## src/rtl/dram_req_master.sv

```systemverilog
// dram_req_master: queues client read/write requests in a small FIFO and
// issues them one at a time on the DRAM dREN/dWEN/ram_addr/ramstore port.
// Read data comes back through a valid/ready port and writes end with a
// one-cycle wr_done pulse. A sticky timeout_err flags an access that has
// waited TIMEOUT_CYCLES cycles.
module dram_req_master #(
  parameter int FIFO_DEPTH     = 4,
  parameter int TIMEOUT_CYCLES = 1024,
  parameter int ADDR_W         = 32,
  parameter int DATA_W         = 32
) (
  input  logic              CLK,
  input  logic              nRST,
  input  logic              req_valid,
  output logic              req_ready,
  input  logic              req_wen,
  input  logic [ADDR_W-1:0] req_addr,
  input  logic [DATA_W-1:0] req_wdata,
  output logic              rsp_valid,
  input  logic              rsp_ready,
  output logic [DATA_W-1:0] rsp_rdata,
  output logic              wr_done,
  output logic              dREN,
  output logic              dWEN,
  output logic [ADDR_W-1:0] ram_addr,
  output logic [DATA_W-1:0] ramstore,
  input  logic [DATA_W-1:0] ramload,
  input  logic              ram_wait,
  output logic              busy,
  output logic              timeout_err
);

  localparam int PTR_W = $clog2(FIFO_DEPTH);
  localparam int CNT_W = PTR_W + 1;
  localparam int TO_W  = $clog2(TIMEOUT_CYCLES + 1);

  typedef enum logic [1:0] {
    IDLE = 2'd0,
    BUSY = 2'd1,
    RESP = 2'd2
  } state_t;

  state_t r_state;
  state_t w_nextState;

  logic              r_fifoWen  [FIFO_DEPTH];
  logic [ADDR_W-1:0] r_fifoAddr [FIFO_DEPTH];
  logic [DATA_W-1:0] r_fifoWdata[FIFO_DEPTH];
  logic [PTR_W-1:0]  r_wrPtr;
  logic [PTR_W-1:0]  r_rdPtr;
  logic [CNT_W-1:0]  r_count;

  logic              r_curWen;
  logic [ADDR_W-1:0] r_curAddr;
  logic [DATA_W-1:0] r_curWdata;
  logic [DATA_W-1:0] r_rspRdata;
  logic              r_wrDone;
  logic [TO_W-1:0]   r_waitCnt;
  logic              r_timeoutErr;

  logic w_push;
  logic w_pop;
  logic w_done;

  // req_ready only looks at the registered count, so a full FIFO that pops
  // this cycle still refuses the incoming request.
  assign req_ready = (r_count != CNT_W'(FIFO_DEPTH));
  assign w_push    = req_valid && req_ready;
  assign w_pop     = (r_state == IDLE) && (r_count != '0);
  assign w_done    = (r_state == BUSY) && !ram_wait;

  assign ram_addr    = r_curAddr;
  assign ramstore    = r_curWdata;
  assign rsp_rdata   = r_rspRdata;
  assign wr_done     = r_wrDone;
  assign timeout_err = r_timeoutErr;
  assign busy        = (r_state != IDLE) || (r_count != '0);

  // FIFO payload storage; no reset needed because the pointers define validity
  always_ff @(posedge CLK) begin
    if (w_push) begin
      r_fifoWen[r_wrPtr]   <= req_wen;
      r_fifoAddr[r_wrPtr]  <= req_addr;
      r_fifoWdata[r_wrPtr] <= req_wdata;
    end
  end

  // FIFO pointers and occupancy; reset drops every queued request
  always_ff @(posedge CLK or negedge nRST) begin
    if (!nRST) begin
      r_wrPtr <= '0;
      r_rdPtr <= '0;
      r_count <= '0;
    end else begin
      if (w_push) r_wrPtr <= r_wrPtr + PTR_W'(1);
      if (w_pop)  r_rdPtr <= r_rdPtr + PTR_W'(1);
      r_count <= r_count + CNT_W'(w_push) - CNT_W'(w_pop);
    end
  end

  // FSM state register
  always_ff @(posedge CLK or negedge nRST) begin
    if (!nRST) begin
      r_state <= IDLE;
    end else begin
      r_state <= w_nextState;
    end
  end

  // FSM next-state and DRAM strobes; strobes are only ever high in BUSY
  always_comb begin
    w_nextState = r_state;
    dREN        = 1'b0;
    dWEN        = 1'b0;
    rsp_valid   = 1'b0;
    unique case (r_state)
      IDLE: begin
        if (w_pop) w_nextState = BUSY;
      end
      BUSY: begin
        dREN = !r_curWen;
        dWEN = r_curWen;
        if (!ram_wait) w_nextState = r_curWen ? IDLE : RESP;
      end
      RESP: begin
        rsp_valid = 1'b1;
        if (rsp_ready) w_nextState = IDLE;
      end
      default: w_nextState = IDLE;
    endcase
  end

  // Latch the FIFO head as the current access; it stays put until the next pop
  always_ff @(posedge CLK or negedge nRST) begin
    if (!nRST) begin
      r_curWen   <= 1'b0;
      r_curAddr  <= '0;
      r_curWdata <= '0;
    end else if (w_pop) begin
      r_curWen   <= r_fifoWen[r_rdPtr];
      r_curAddr  <= r_fifoAddr[r_rdPtr];
      r_curWdata <= r_fifoWdata[r_rdPtr];
    end
  end

  // Capture read data on completion and pulse wr_done after a write completes
  always_ff @(posedge CLK or negedge nRST) begin
    if (!nRST) begin
      r_rspRdata <= '0;
      r_wrDone   <= 1'b0;
    end else begin
      r_wrDone <= w_done && r_curWen;
      if (w_done && !r_curWen) r_rspRdata <= ramload;
    end
  end

  // Count wait cycles of the current access; the error is sticky and the access is never aborted
  always_ff @(posedge CLK or negedge nRST) begin
    if (!nRST) begin
      r_waitCnt    <= '0;
      r_timeoutErr <= 1'b0;
    end else if (w_pop) begin
      r_waitCnt <= '0;
    end else if ((r_state == BUSY) && ram_wait) begin
      if (r_waitCnt < TO_W'(TIMEOUT_CYCLES)) begin
        r_waitCnt <= r_waitCnt + TO_W'(1);
        if (r_waitCnt == TO_W'(TIMEOUT_CYCLES - 1)) r_timeoutErr <= 1'b1;
      end
    end
  end

endmodule

```

## config.mk

```make
export PLATFORM = sky130hd
export DESIGN_NAME = dram_req_master
export DESIGN_NICKNAME = d
export VERILOG_FILES = /design/src/rtl/dram_req_master.sv
export SDC_FILE = /design/constraint.sdc
export NUM_CORES = 1
export LEC_CHECK = 0
export ABC_AREA = 1
export CORE_MARGIN = 4
export CORE_UTILIZATION = 24
export CTS_BUF_LIST = sky130_fd_sc_hd__clkbuf_16
export DETAILED_ROUTE_END_ITERATION = 10
export DONT_BUFFER_PORTS = 1
export SETUP_SLACK_MARGIN = 0.4
export SYNTH_ARGS = -nofsm -noshare
export SYNTH_HDL_FRONTEND = slang
export SYNTH_SLANG_ARGS = --single-unit
export TNS_END_PERCENT = 1
```

## constraint.sdc

```tcl
create_clock -name CLK -period 4.5 [get_ports CLK]
set_input_delay 0.45 -clock CLK [delete_from_list [all_inputs] [get_ports CLK]]
set_output_delay 0.45 -clock CLK [all_outputs]
set_load 0.05 [all_outputs]
```

==> results of run 1 <==
## layout make-up
class	count	area, um^2
antenna	5	12.5
fill	6035	42000
inverter	24	93.8
tap	773	967
multi-input combinational	719	3290
sequential	379	10800
clock inverter	36	318
timing repair buffer	86	873
clock buffer	44	1100
## where the power goes
| group | leakage (nW) | internal (mW) | switching (mW) |
|---|---|---|---|
| clock | 0.714 | 2.03 | 1.44 |
| combinational | 2.00 | 0.972 | 2.43 |
| sequential | 3.86 | 4.73 | 2.05 |
| total | 6.58 | 7.73 | 5.92 |
## logic make-up (layout without fill, tap and decap cells)
family	Yosys count	in the layout
AOI/OAI and AO/OA	205	205
xor gates and xnor gates	4	4
adders and majority gates	8	8
buffers and inverters	91	190
DFF	379	379
other	0	5
and+or+nand+nor	502	502
## critical path, cell delays in order, from the launching register on
cell,delay [ns]
dfrtp_1,0.36
inv_1,0.07
nand3_1,0.47
nand2_1,0.52
nor2_4,0.19
buf_4,0.80
## sequential cells by signal, indices dropped and copies added, names as in the netlist
name and count:
r_state 2, ramstore 32, rsp_rdata 32, r_wrPtr 2
r_fifoWdata 128, r_fifoAddr 128, ram_addr 32, wr_done 1
r_count 3, timeout_err 1, r_waitCnt 11, r_fifoWen 4
r_rdPtr 2, r_curWen 1
## path summary, 6_finish.rpt
check	start	cells after the start	slack, ns	to
worst max-delay path	r_count[0]	5	1.63	r_fifoAddr[1][28]
worst min-delay path	ramload[4]	2	0.05	rsp_rdata[4]
worst max register to register	r_count[0]	5	1.63	r_fifoAddr[1][28]
worst min register to register	r_waitCnt[0]	1	0.52	r_waitCnt[0]
max in group asynchronous	nRST	2	3.33	r_rdPtr[0]
min in group asynchronous	nRST	2	0.48	rsp_rdata[31]
## cells in the final DEF (no fill, tap or decap), types with 5 or more instances in the layout
cell,n
nor2_1,141
o21ai_0,103
o22ai_1,64
diode_2,5
o21ai_1,29
dfrtp_1,117
clkinv_2,8
nor2_4,7
nand2_1,294
nor2_2,10
clkbuf_16,44
a21oi_1,6
buf_4,10
dlygate4sd3_1,73
inv_2,6
edfxtp_1,260
inv_1,24
clkinvlp_4,5
nand3_1,43
ha_1,7
## what timing repair did
item | in CTS | in global routing
hold buffers | 74 | 0
endpoints found under the setup margin | 0 | 0
gates resized for setup | 0 | 0
endpoints found under the hold margin | 386 | 0
## routing by layer
metal	vias up	global-route usage (%)	part of all wire (%)
met5	-	0	0.060
met4	4	3.28	1.8
met3	52	3.61	7.4
met2	266	18.1	47
met1	4412	14.1	44
li1	4279	-	-
==> results.cfg, run 1 <==
[power]
vdd_drop_max_uv = 445
leakage_nw = 6.58
power_density_nw_per_um2 = 782
power.total_mw = 13.6

[clock_tree]
cts_tree = done
cts_buffers = 43
cts.path.max_buffers = 3
root_buffer = clkbuf_16
clk_pin_slew_ns = 0.06
cts.sinks = 379
clock_latency_ns = 0.56
post_cts_buffers = 0
cts_max_level = 2

[setup_path]
worst-path-max-fanout = 65
cp_data_required_time_ns = 4.67
endpoint_kind = flip-flop
crit_path_start_kind = flip-flop
crit_type = reg2reg
cp.arrival_ns = 3.04

[placement]
place_ws_ns = 1.64
placed_cell_area_um2 = 15300
io_buffers = 0
hpwlAfterDp_um = 20700
dpl.cell_count = 1907
routabilityCongestion = 0.715

[timing]
hold_viol = 0
relSlewSlack_pct = 27.1
tightest_slew_ns = 1.09
finalSetupViolCount = 0
period_minus_slack_ns = 2.87
layout_setup_ws_ns = 1.63
skew_ns = 0.0156
fmax_mhz = 348
hold_slack_ns = 0.0506
fin_crit_sh_pct = 63.8
slew_violations = 0
finalSetupTns_ns = 0
rsz0062_at_grt = no

[routing]
vias = 9013
detail_route.first_pass.iterations = 5
vias_per_cell = 4.36
routed_wl_um = 36600
drtIter0Drc = 474
wire_per_inst_um = 17.7
post-route-drc-count = 0
drtAntennaViolNets = 0

[synth]
syn_inst = 1189
yosysUniqueCellTypes = 28
synth_top_flop_cell = edfxtp_1
synthMuxAreaShare_pct = 0
ys_ff_latch = 379
synthAdderAreaFrac_pct = 0.741
yosys-top-cells-area = edfxtp_1 54%, dfrtp_1 21%, nand2_1 7.6%
yosysMostFrequentCell = nand2_1
yosys_warnings = 0
syn_area_um2 = 14500
synth-simple-area-share_pct = 13.8
synthXorXnorAreaFrac_pct = 0.241
synth.largest_area_cell = edfxtp_1
ys_seq_area_share_pct = 74.3
synth_compound_area_share_pct = 7.67
synth_edf_count = 260
synth_commonest_cells = 294 x nand2_1, 260 x edfxtp_1, 145 x nor2_1
syn_avg_cell_area_um2 = 12.2
synth.top_cell.area_share_pct = 53.8
synth_top_family_by_area = simple AND/OR/NAND/NOR gates
syn-num-nets = 1299
synth-async-reset-ratio_pct = 31.4

[global_route]
grtUsageTotal_pct = 11.1
grt_pass1_vias = 9091
grt_first_pass_wirelength_um = 54900
grt.overflow.total = 0
antenna_found_initial = 5
grt_max_degree = 120

[die]
initial_core_util_pct = 24.4
coreArea_um2 = 59500
io_pins = 205
die_h_um = 254
die_area_um2 = 64500
fp-row-count = 89
die_w_um = 254

[layout]
final_cells = 2066
fin_nets = 1363
drive_gt1_share_pct = 8.46
fin_util_pct = 29.3
syn_to_final_growth_pct = 20.1
final_cell_area_um2 = 17400

[job]
drv_cap = 0

[hold_path]
hold_path_class = in2reg

[outcome]
outcome = complete, no violations
Power figures use the tool's default switching activity.
==> run 2: changes to the inputs <==
- clock period: 4.5 -> 2.6 ns (I/O delays scaled with it)
==> run 2 against run 1 <==
Against the previous run: the flow now finishes with violations (hold timing); cell count rose by 1.7%; flip-flop and latch count stayed put; critical path depth fell by 3; non-clock buffer count rose by 34; worst setup slack worse by 1.1 ns; clock power grew 84%; design area up 2.6%; largest power group unchanged.
==> results.cfg, run 2 (synthesis results as in run 1) <==
[setup_path]
r2r-end = r_curWen
setup.worst_path.start = r_state[0]
r2r_cells = 6
worst-path-max-fanout = 5
crit_chain = nor2_1 > nand4_1
slowest_delay_ns = 0.60
endpoint_kind = primary output
r2r_slack_ns = 0.57
endpoint = busy
crit_path_start_kind = flip-flop
crit_type = reg2out
cp_data_required_time_ns = 2.34
crit_slowest_cell = nand4_1
r2r-start = r_state[0]
cp.arrival_ns = 1.81

[layout]
area.sequential_um2 = 10800
reg_top3 = r_fifoAddr x128, r_fifoWdata x128
final_common_cell = nand2_1
drive_gt1_share_pct = 8.99
final_cell_mix = 293 x nand2_1, 260 x edfxtp_1, 141 x nor2_1
multi_input_area_um2 = 3310
fin_nets = 1398
final_cells = 2102
fillerInstances = 5962
syn_to_final_growth_pct = 23.3

[timing]
layout_setup_ws_ns = 0.531
finalSetupTns_ns = 0
finalSetupViolCount = 0
fmax_mhz = 483
skew_ns = 0.0190
tightest_slew_ns = 1.01
period_minus_slack_ns = 2.07
fin_crit_sh_pct = 79.6
slew_violations = 0
relSlewSlack_pct = 32.7
hold_slack_ns = -0.596
hold_viol = 119
rsz0062_at_grt = yes

[clock_tree]
clock_latency_ns = 0.56
cts_buffers = 44
cts.path.max_buffers = 3
post_cts_buffers = 0
cts_max_level = 2
ctsHoldBuffers = 100
root_buffer = clkbuf_16
cts_tree = done
clk_pin_slew_ns = 0.06
cts.sinks = 379

[global_route]
grt.overflow.total = 0
grt_max_degree = 132
antenna_found_initial = 10
grtUsageTotal_pct = 11.2
grt_first_pass_wirelength_um = 55800
grt_pass1_vias = 9421

[die]
die_w_um = 254
coreArea_um2 = 59500
die_h_um = 254
fp-row-count = 89
die_area_um2 = 64500
io_pins = 205
initial_core_util_pct = 24.4

[routing]
detail_route.first_pass.iterations = 5
routed_wl_um = 37500
vias_per_cell = 4.44
wire_per_inst_um = 17.8
drtIter0Drc = 495
drtAntennaViolNets = 0
vias = 9336
post-route-drc-count = 0

[placement]
routabilityCongestion = 0.725
place_ws_ns = 0.472
hpwlAfterDp_um = 19800
io_buffers = 0
dpl.cell_count = 1915

[power]
power.total_mw = 24.2
vdd_drop_max_uv = 701
leakage_nw = 6.77
power_density_nw_per_um2 = 1350

[outcome]
outcome = finished with violations
violations = hold timing

[hold_path]
hold_path_class = in2async

[job]
drv_cap = 0
[run 2: timing repair]
item | in CTS | in global routing
endpoints found under the hold margin | 417 | 119
setup endpoints to repair | 0 | 6
gates resized for setup | 0 | 1
[run 2: worst max-delay path: cells and delay by family (launching register included)]
| family | cells | cell delay [ns] |
|---|---|---|
| flip-flops | 1 | 0.41 |
| AND/OR/NAND/NOR | 2 | 0.83 |
[run 2: power by group]
part	switching (mW)	leakage [nW]	internal, mW	total, mW
registers	3.43	3.86	8.19	11.6
clock network	2.53	0.751	3.86	6.39
logic	4.39	2.16	1.83	6.22
total	10.3	6.77	13.9	24.2
[run 2: through the flow]
stage          util (%)  hold WS, ns  cell area (um^2)
2_1_floorplan         -      -0.0356             14600
3_3_place_gp       25.9      -0.0319             15400
3_5_place_dp       25.9      -0.0325             15400
4_1_cts            30.1       -0.654             17900
5_1_grt            30.1       -0.650             17900
6_report           30.1       -0.596             17900
[run 2: worst min path at each step]
stage / from / end / slack [ns] / cells after the start
floorplan: nRST / r_count[0] / -0.04 / 0
global placement: nRST / rsp_rdata[4] / -0.03 / 0
detailed placement: nRST / rsp_rdata[23] / -0.03 / 0
CTS: nRST / r_waitCnt[1] / -0.65 / 0
global route: nRST / r_waitCnt[1] / -0.65 / 0
finish: nRST / rsp_rdata[4] / -0.60 / 0
[run 2: area by class of cell]
| type | count | share of cell area, % |
|---|---|---|
| antenna | 6 | 0.0838 |
| inverter | 24 | 0.524 |
| tap | 773 | 5.40 |
| multi-input combinational | 719 | 18.5 |
| clock inverter | 36 | 2.08 |
| sequential | 379 | 60.3 |
| timing repair buffer | 120 | 6.87 |
| clock buffer | 45 | 6.29 |
[run 2: routing by layer]
| metal | up-vias | global-route usage, % | wire length, um |
|---|---|---|---|
| met2 | 285 | 18.1 | 17200 |
| met1 | 4622 | 13.9 | 16000 |
| met3 | 73 | 3.89 | 3160 |
| met5 | - | 0 | 49 |
| li1 | 4348 | - | - |
| met4 | 8 | 4.37 | 1050 |
==> run 3: changes to the inputs <==
- ABC_AREA: 1 -> 0
- clock period: 2.6 -> 2.15 ns (I/O delays scaled with it)
==> run 3 against run 2 <==
Against the previous run: the run still ends with hold timing left; first-iteration DRC count is 43% lower; die area is 0.33% lower; area after synthesis shrank 0.34%; via count shrank 29%; clock power grew 10%; sequential share of layout area down 0.59 points.
==> results.cfg, run 3 <==
[timing]
slew_violations = 0
relSlewSlack_pct = 54.5
hold_slack_ns = -0.649
rsz0062_at_grt = yes
tightest_slew_ns = 0.682
period_minus_slack_ns = 1.96
skew_ns = 0.0288
finalSetupViolCount = 0
finalSetupTns_ns = 0
hold_viol = 119
fin_crit_sh_pct = 91.1
layout_setup_ws_ns = 0.190
fmax_mhz = 510

[routing]
routed_wl_um = 31600
vias_per_cell = 4.13
vias = 6664
wire_per_inst_um = 19.6
detail_route.first_pass.iterations = 4
post-route-drc-count = 0
drtIter0Drc = 284
drtAntennaViolNets = 0

[power]
power_density_nw_per_um2 = 1630
power.internal_mw = 18.5
pwr-share-comb_pct = 26.7
vdd_drop_max_uv = 959
seqPwrFrac_pct = 49.4
clkPwrFrac_pct = 23.9
netSwitchingPower_mw = 11.0
leakage_nw = 6.45
sw_frac_of_total_pct = 37.2
power.total_mw = 29.5

[setup_path]
worst-path-max-fanout = 3
crit_type = reg2reg
crit_path_start_kind = flip-flop
crit_chain = or3b_4 > and2_4 > inv_2 > ha_4 > inv_4 > ha_4 > fa_2
cp_data_required_time_ns = 2.57
cpMostUsedCell = ha_4
slowest_delay_ns = 0.42
crit_slowest_cell = dfrtp_1
endpoint_kind = flip-flop
cp.arrival_ns = 2.38

[die]
initial_core_util_pct = 24.4
die_area_um2 = 64300
fp-row-count = 89
die_h_um = 254
die_w_um = 254
io_pins = 205
coreArea_um2 = 59400

[clock_tree]
cts.sinks = 379
ctsHoldBuffers = 100
cts.path.max_buffers = 3
cts_buffers = 43
clock_latency_ns = 0.56
clk_pin_slew_ns = 0.06
cts_max_level = 2
cts_tree = done
root_buffer = clkbuf_16

[layout]
fin_nets = 914
syn_to_final_growth_pct = 25.0
fillerInstances = 5713
final_cells = 1614
reg_top3 = r_fifoAddr x128, r_fifoWdata x128
drive_gt1_share_pct = 32.3
final_cell_area_um2 = 18100
fin_util_pct = 30.5
final_common_cell = edfxtp_1
final_cell_mix = 260 x edfxtp_1, 117 x dfrtp_1, 100 x dlygate4sd3_1

[global_route]
grt_first_pass_wirelength_um = 46300
antenna_found_initial = 3
grt.overflow.total = 0
grt_pass1_vias = 7282
grtUsageTotal_pct = 9.56
grt_max_degree = 120

[placement]
hpwlAfterDp_um = 17900
io_buffers = 0
place_ws_ns = 0.105
dpl.cell_count = 1426
routabilityCongestion = 0.694
placed_cell_area_um2 = 15600

[synth]
yosys_warnings = 0
synth-async-reset-ratio_pct = 31.4
synth_edf_count = 260
yosys-top-cells-area = edfxtp_1 54%, dfrtp_1 21%, mux4_2 10%
synth.largest_area_cell = edfxtp_1
syn_avg_cell_area_um2 = 22.0
ys_ff_latch = 379
syn_inst = 657
synth_commonest_cells = 260 x edfxtp_1, 119 x dfrtp_1, 65 x mux4_2
ys_seq_area_share_pct = 74.5
yosysMostFrequentCell = edfxtp_1
synth_top_flop_cell = edfxtp_1
syn-num-nets = 767
syn_area_um2 = 14500
synth.top_cell.area_share_pct = 53.9
yosysUniqueCellTypes = 47

[job]
drv_cap = 0

[outcome]
violations = hold timing
outcome = finished with violations

[hold_path]
hold_path_class = in2async
-- run 3: path summary, 6_finish.rpt --
| path | startpoint | slack [ns] | end | cells past startpoint |
|---|---|---|---|---|
| worst max-delay path | r_count[2] | 0.19 | r_count[1] | 7 |
| worst min-delay path | nRST | -0.65 | ramstore[1] | 0 |
| worst max register to register | r_count[2] | 0.19 | r_count[1] | 7 |
| worst min register to register | r_waitCnt[4] | 0.52 | r_waitCnt[4] | 1 |
| max in group asynchronous | nRST | 2.58 | ram_addr[7] | 0 |
| min in group CLK | ram_wait | 0.07 | r_state[1] | 3 |
-- run 3: cells by family (layout without fill, tap and decap cells) --
family,Yosys count,count (layout),share of synthesized area [%]
other,0,3,0
flip-flops,379,379,74.5
adder cells (fa/ha/maj),8,8,0.743
AND/OR/NAND/NOR,42,42,1.99
XOR/XNOR,6,6,0.363
multiplexers,168,168,19.7
buffers and inverters,37,218,1.97
AO/OA/AOI/OAI,17,17,0.709
-- run 3: routing by layer --
metal  vias up  GRT usage [%]  wire [um]
li1       2927              -          -
met1      3460           11.5      12900
met2       226           15.7      15000
met3        51           3.96       3000
met4         0           3.03        666
met5         -              0          0
-- run 3: worst max-delay path, delay by kind of cell, from the launching register on --
kind	cells	cell delay, ns
flip-flops	1	0.42
buffers and inverters	2	0.12
adder cells (fa/ha/maj)	3	0.72
AND/OR/NAND/NOR	2	0.58
-- run 3: area by class of cell --
class / instances / area, um^2 / share of cell area [%]
clock inverters: 35 / 258 / 1.42
clock buffers: 44 / 1100 / 6.09
flip-flops and latches: 379 / 10800 / 59.7
repair buffers: 127 / 1450 / 8.01
diodes: 3 / 7.51 / 0.0415
multi-input cells: 241 / 3460 / 19.1
well taps: 773 / 967 / 5.35
inverters: 12 / 55.1 / 0.304
-- run 3: power groups by stage --
stage / Combinational, mW / Clock (mW) / Sequential, mW
floorplan: 6.15 / 0 / 14.1
finish: 7.86 / 7.05 / 14.6
CTS: 7.83 / 7.36 / 14.6
detailed placement: 7.54 / 0 / 14.8
global placement: 7.40 / 0 / 14.7
global route: 8.56 / 7.66 / 14.8
-- run 3: what timing repair did --
action                                  in CTS  in global routing
pin swaps                                    5                  0
endpoints found under the setup margin     290                311
cloned                                       0                  2
endpoints found under the hold margin      435                119
resized for setup                            4                  3
setup buffers                                3                  1
